**config.mk**
```make
export PLATFORM = sky130hd
export DESIGN_NAME = mem_arbiter
export DESIGN_NICKNAME = d
export VERILOG_FILES = /design/src/rtl/mem_arbiter.sv
export SDC_FILE = /design/constraint.sdc
export NUM_CORES = 1
export LEC_CHECK = 0
export CELL_PAD_IN_SITES_DETAIL_PLACEMENT = 1
export CELL_PAD_IN_SITES_GLOBAL_PLACEMENT = 1
export CORE_MARGIN = 3
export CORE_UTILIZATION = 31
export CTS_BUF_LIST = sky130_fd_sc_hd__clkbuf_16
export DETAILED_ROUTE_END_ITERATION = 16
export PLACE_DENSITY_LB_ADDON = 0.15
export SYNTH_ARGS = -nofsm -noshare
export SYNTH_HDL_FRONTEND = slang
export SYNTH_SLANG_ARGS = --single-unit
```
**constraint.sdc**
```tcl
create_clock -name clk -period 5.4 [get_ports clk]
set_input_delay 1.08 -clock clk [delete_from_list [all_inputs] [get_ports clk]]
set_output_delay 1.08 -clock clk [all_outputs]
set_load 0.02 [all_outputs]
```
**src/rtl/mem_arbiter.sv**
```systemverilog
// rtl/mem_arbiter.sv - two-port (fetch / load-store) arbiter and sequencer for one single-port memory
// Define MEM_ARB_RR_EN for round-robin tie breaking; otherwise the D port wins ties.
module mem_arbiter #(
   parameter int ADDR_W  = 32,
   parameter int DATA_W  = 32,
   parameter int TIMEOUT = 16
) (
   input  logic                clk,
   input  logic                rst_n,
   input  logic                if_req,
   input  logic [ADDR_W-1:0]   if_addr,
   output logic                if_gnt,
   output logic                if_rvalid,
   output logic [DATA_W-1:0]   if_rdata,
   output logic                if_err,
   input  logic                d_req,
   input  logic                d_we,
   input  logic [DATA_W/8-1:0] d_be,
   input  logic [ADDR_W-1:0]   d_addr,
   input  logic [DATA_W-1:0]   d_wdata,
   output logic                d_gnt,
   output logic                d_rvalid,
   output logic [DATA_W-1:0]   d_rdata,
   output logic                d_err,
   output logic                mem_req,
   output logic                mem_we,
   output logic [DATA_W/8-1:0] mem_be,
   output logic [ADDR_W-1:0]   mem_addr,
   output logic [DATA_W-1:0]   mem_wdata,
   input  logic                mem_ack,
   input  logic [DATA_W-1:0]   mem_rdata
);

   localparam int BE_W  = DATA_W / 8;
   localparam int CNT_W = $clog2(TIMEOUT) + 1;
   localparam logic [CNT_W-1:0] CNT_LAST = CNT_W'(TIMEOUT - 1);

   typedef enum logic [1:0] {IDLE, BUSY, RESP} state_t;

   state_t             state_q, state_d;
   logic               owner_q;       // 1 = D port, 0 = IF port
   logic               last_grant_q;  // same encoding as owner_q
   logic [CNT_W-1:0]   cnt_q;
   logic [DATA_W-1:0]  rdata_q;
   logic               err_q;
   logic               pick_d;
   logic               grant;
   logic               ack_hit;
   logic               to_hit;

`ifdef MEM_ARB_RR_EN
   assign pick_d = d_req && (!if_req || !last_grant_q);
`else
   assign pick_d = d_req;
`endif

   // Gated by rst_n so gnt is also forced low while reset is held.
   assign grant   = (state_q == IDLE) && (if_req || d_req) && rst_n;
   assign if_gnt  = grant && !pick_d;
   assign d_gnt   = grant && pick_d;
   assign ack_hit = (state_q == BUSY) && mem_ack;
   assign to_hit  = (state_q == BUSY) && !mem_ack && (cnt_q == CNT_LAST);

   always_comb begin
      state_d = state_q;
      case (state_q)
         IDLE:    if (grant) state_d = BUSY;
         BUSY:    if (ack_hit || to_hit) state_d = RESP;
         RESP:    state_d = IDLE;
         default: state_d = IDLE;
      endcase
   end

   always_ff @(posedge clk or negedge rst_n) begin
      if (!rst_n) begin
         state_q      <= IDLE;
         owner_q      <= 1'b0;
         last_grant_q <= 1'b0;
         cnt_q        <= '0;
         rdata_q      <= '0;
         err_q        <= 1'b0;
         mem_req      <= 1'b0;
         mem_we       <= 1'b0;
         mem_be       <= '0;
         mem_addr     <= '0;
         mem_wdata    <= '0;
      end else begin
         state_q <= state_d;
         if (grant) begin
            owner_q      <= pick_d;
            last_grant_q <= pick_d;
            cnt_q        <= '0;
            mem_req      <= 1'b1;
            if (pick_d) begin
               mem_we    <= d_we;
               mem_be    <= d_be;
               mem_addr  <= d_addr;
               mem_wdata <= d_wdata;
            end else begin
               mem_we    <= 1'b0;
               mem_be    <= {BE_W{1'b1}};
               mem_addr  <= if_addr;
               mem_wdata <= '0;
            end
         end else if (ack_hit) begin
            rdata_q <= mem_we ? '0 : mem_rdata;
            err_q   <= 1'b0;
            mem_req <= 1'b0;
         end else if (to_hit) begin
            rdata_q <= '0;
            err_q   <= 1'b1;
            mem_req <= 1'b0;
         end else if (state_q == BUSY) begin
            cnt_q <= cnt_q + CNT_W'(1);
         end
      end
   end

   assign if_rvalid = (state_q == RESP) && !owner_q;
   assign d_rvalid  = (state_q == RESP) && owner_q;
   assign if_rdata  = rdata_q;
   assign d_rdata   = rdata_q;
   assign if_err    = if_rvalid && err_q;
   assign d_err     = d_rvalid && err_q;

endmodule

```
==> qor.csv <==
stage,metric,value,unit
outcome,status,"complete, no violations",
clock_tree,H-tree lvl count,3,
clock_tree,clk slew on worst S/H paths,80,ps
placement,DP HPWL,12.1,mm
synthesis,Yosys reg bits,111,
final_layout,# fillers,1625,
power_and_ir_drop,Pleak,3.27,nW
final_layout,"Cell Count, Final, Fillers Out",828,
critical_path,worst setup path class,in2out,
power_and_ir_drop,VDD IR max,209,uV
critical_path,Slowest Stage Delay on Critical Path,610,ps
critical_path,"Critical Path, Cell by Cell",buf_4 > nor3b_4 > o21ai_2 > buf_4 > nor2_1 > clkdlybuf4s50_1,
grt,first-pass GRT wire length,26.3,mm
floorplan,Die Ht,132,um
final_layout,share of cells above drive strength 1,0.104,
sta,endpoints failing hold,0,
final_layout,area grow syn2layout,59.1,%
grt,initial antenna violation count,0,
synthesis,"Avg Cell Area, Syn",13.0,um2
hold_path,Hold Path Origin,mem_req$_DFFE_PN0P_,
synthesis,number of synthesized flops with an enable pin,0,
hold_path,HP Class,reg2reg,
synthesis,ys flop type,dfrtp_1,
placement,Place WS,1340,ps
final_layout,Final #Nets,752,
floorplan,die boundary width,132,um
critical_path,crit path max fanout,35,
drt,WL met3,1.17,mm
synthesis,Post-Synthesis Cells,382,
critical_path,Reg2Reg Setup Slack,3210,ps
grt,largest net degree at the start of global routing,82,
sta,Final min period,4020,ps
critical_path,R2R depth,3,
power_and_ir_drop,power density of the placed cells,521,nW/um2
final_layout,post-layout util,0.511,
synthesis,Synth Warn #,0,
drt,drt initial violations,159,
sta,Worst-Margin Slew,1260,ps
drt,wl on met1,6.90,mm
clock_tree,CTS Buffer Depth,2,
sta,Setup WS post-layout,1380,ps
critical_path,WP data arrival,2940,ps
clock_tree,"Clk Latency, worst-skew pair",350,ps
drt,met2 WL post-DR,8.34,mm
critical_path,CP top delay family,buffers and inverters,
critical_path,reg2reg start,state_q[0]$_DFFE_PN0P_,
critical_path,CP Buf/Inv Count,3,
sta,max-slew violation count,0,
floorplan,I/O pin cnt,278,
synthesis,post-synthesis cell type count,39,
drt,per-cell routed wire length,20.3,um
drt,via density per instance,5.02,
critical_path,CP most frequent cell,buf_4,
synthesis,ys async rst share,1.00,
drt,number of remaining DRC errors,0,
job,Max Cap Viol,0,
clock_tree,clock net sink count,111,
critical_path,CP Launch Type,input pin,
sta,Setup TNS,0,ps
critical_path,Worst Path Required,4320,ps
critical_path,crit path max-delay cell type,clkdlybuf4s50_1,
sta,setup violators final,0,
final_layout,# diodes,0,
drt,Routed Antenna Nets,0,
hold_path,WHS Endpoint,mem_req$_DFFE_PN0P_,
drt,Via Count,4157,
synthesis,Mapped Nets,522,
placement,GPL Wtd Cong,0.742,
grt,GRT Total Usage,0.188,
sta,Rel. slew slack,0.161,
placement,IO buf count,277,
clock_tree,cts repair resizes,0,
critical_path,WP depth,6,
drt,Pre-antenna DRT Iters,8,
drt,Total Wirelength,16.8,mm
drt,top sig layer,met4,
sta,final worst clock skew,11.0,ps
sta,RSZ-0062 raised after global routing,false,
sta,fmax,0.249,GHz
critical_path,R2R Path End,d_rdata[10]$_DFFE_PN0P_,
grt,Overflow after GRT,0,
floorplan,Starting Density,0.321,
clock_tree,CTS Hold Bufs,0,
synthesis,Mapped Area,4960,um2
placement,placed cells,812,
grt,vias in the first global route,4648,
clock_tree,CTS Buf Count,9,
clock_tree,post-CTS setup buffers,0,
floorplan,die area,17500,um2
critical_path,Setup crit end kind,output pin,
hold_path,Worst Hold Path Cells,1,
floorplan,Core Area,15400,um2
power_and_ir_drop,total power,4.11,mW
sta,final period utilization,0.744,
synthesis,post-synthesis sequential area ratio,0.560,
floorplan,Rows,45,
clock_tree,CTS tree,yes,
clock_tree,CTS root buffer,clkbuf_16,
[stage by stage]
step	hold WS, ps	instance area (um2)
floorplan	465	4960
global placement	475	7580
detailed placement	487	7580
CTS	505	7890
global route	527	7890
finish	504	7890
[synth_stat cells (2+ instances only)]
library cell,number,area [um2]
and3b_1,2,17.5
and3_1,2,12.5
a21oi_1,2,10.0
buf_4,33,248
ha_1,2,25.0
buf_6,11,124
nor2_1,7,26.3
inv_1,3,11.3
nor2b_1,2,12.5
buf_2,12,60.1
nand2_1,32,120
dfrtp_1,111,2780
a22oi_1,2,15.0
a22o_1,65,569
mux2i_1,2,20.0
o22a_1,4,35.0
and2_1,2,12.5
a22oi_2,30,375
a32oi_1,32,280
clkbuf_1,7,26.3
[kinds of logic (layout without fill, tap and decap cells)]
group                      count (synthesis)  count (layout)  share of synthesized area
xor gates and xnor gates                   1               1                    0.00177
buffers and inverters                     67             302                     0.0954
AOI/OAI and AO/OA                        141             141                      0.268
adders and majority gates                  2               2                    0.00505
and+or+nand+nor                           58              58                     0.0656
DFF                                      111             111                      0.560
muxes                                      2               2                    0.00404
[flip-flops by register name (all words and copies together) (netlist names)]
name	flops
owner_q	1
cnt_q	5
err_q	1
d_rdata	32
mem_wdata	32
mem_be	4
mem_addr	32
mem_we	1
mem_req	1
state_q	2
[worst reg2reg max path, delay by kind of cell, from the launching register on]
kind	cells	cell delay, ps
and+or+nand+nor	2	1340
DFF	1	500
AOI/OAI and AO/OA	1	300
[worst max-delay path by stage]
stage / start / slack, ps / endpoint
after floorplan: rst_n / 2380 / if_gnt
after detailed placement: rst_n / 1340 / if_gnt
final: rst_n / 1380 / if_gnt
after global placement: rst_n / 1350 / if_gnt
after CTS: rst_n / 1330 / if_gnt
after global routing: rst_n / 1210 / if_gnt
[layer usage]
layer  vias up  GRT usage
met3        27     0.0597
met2       168      0.315
met1      2075      0.228
met5         -          0
met4         0     0.0699
li1       1887          -
[cell type report]
type / count / area (um2) / area share
inverter: 4 / 15.0 / 0.00190
clock buffer: 9 / 225 / 0.0285
clock inverter: 7 / 86.3 / 0.0109
tap: 211 / 264 / 0.0335
sequential: 111 / 2780 / 0.352
multi-input combinational: 204 / 1710 / 0.217
timing repair buffer: 282 / 2810 / 0.356
[where the power goes]
group	switching (mW)	internal [mW]
combinational	0.964	1.04
clock	0.334	0.371
sequential	0.268	1.14
total	1.57	2.54
[layout by cell type (no fill, tap or decap), types with 2 or more instances in the layout]
cell / synthesis / layout
a21oi_1: 2 / 2
a22o_1: 65 / 65
a22oi_1: 2 / 2
a22oi_2: 30 / 30
a32oi_1: 32 / 32
and2_1: 2 / 2
and3_1: 2 / 2
and3b_1: 2 / 2
buf_4: 33 / 6
clkbuf_16: 0 / 9
clkdlybuf4s50_1: 0 / 276
dfrtp_1: 111 / 111
ha_1: 2 / 2
inv_1: 3 / 3
inv_6: 0 / 4
mux2i_1: 2 / 2
nand2_1: 32 / 32
nor2_1: 7 / 6
nor2b_1: 2 / 2
o21ai_2: 1 / 2
o22a_1: 4 / 4
Power figures use the tool's default switching activity.
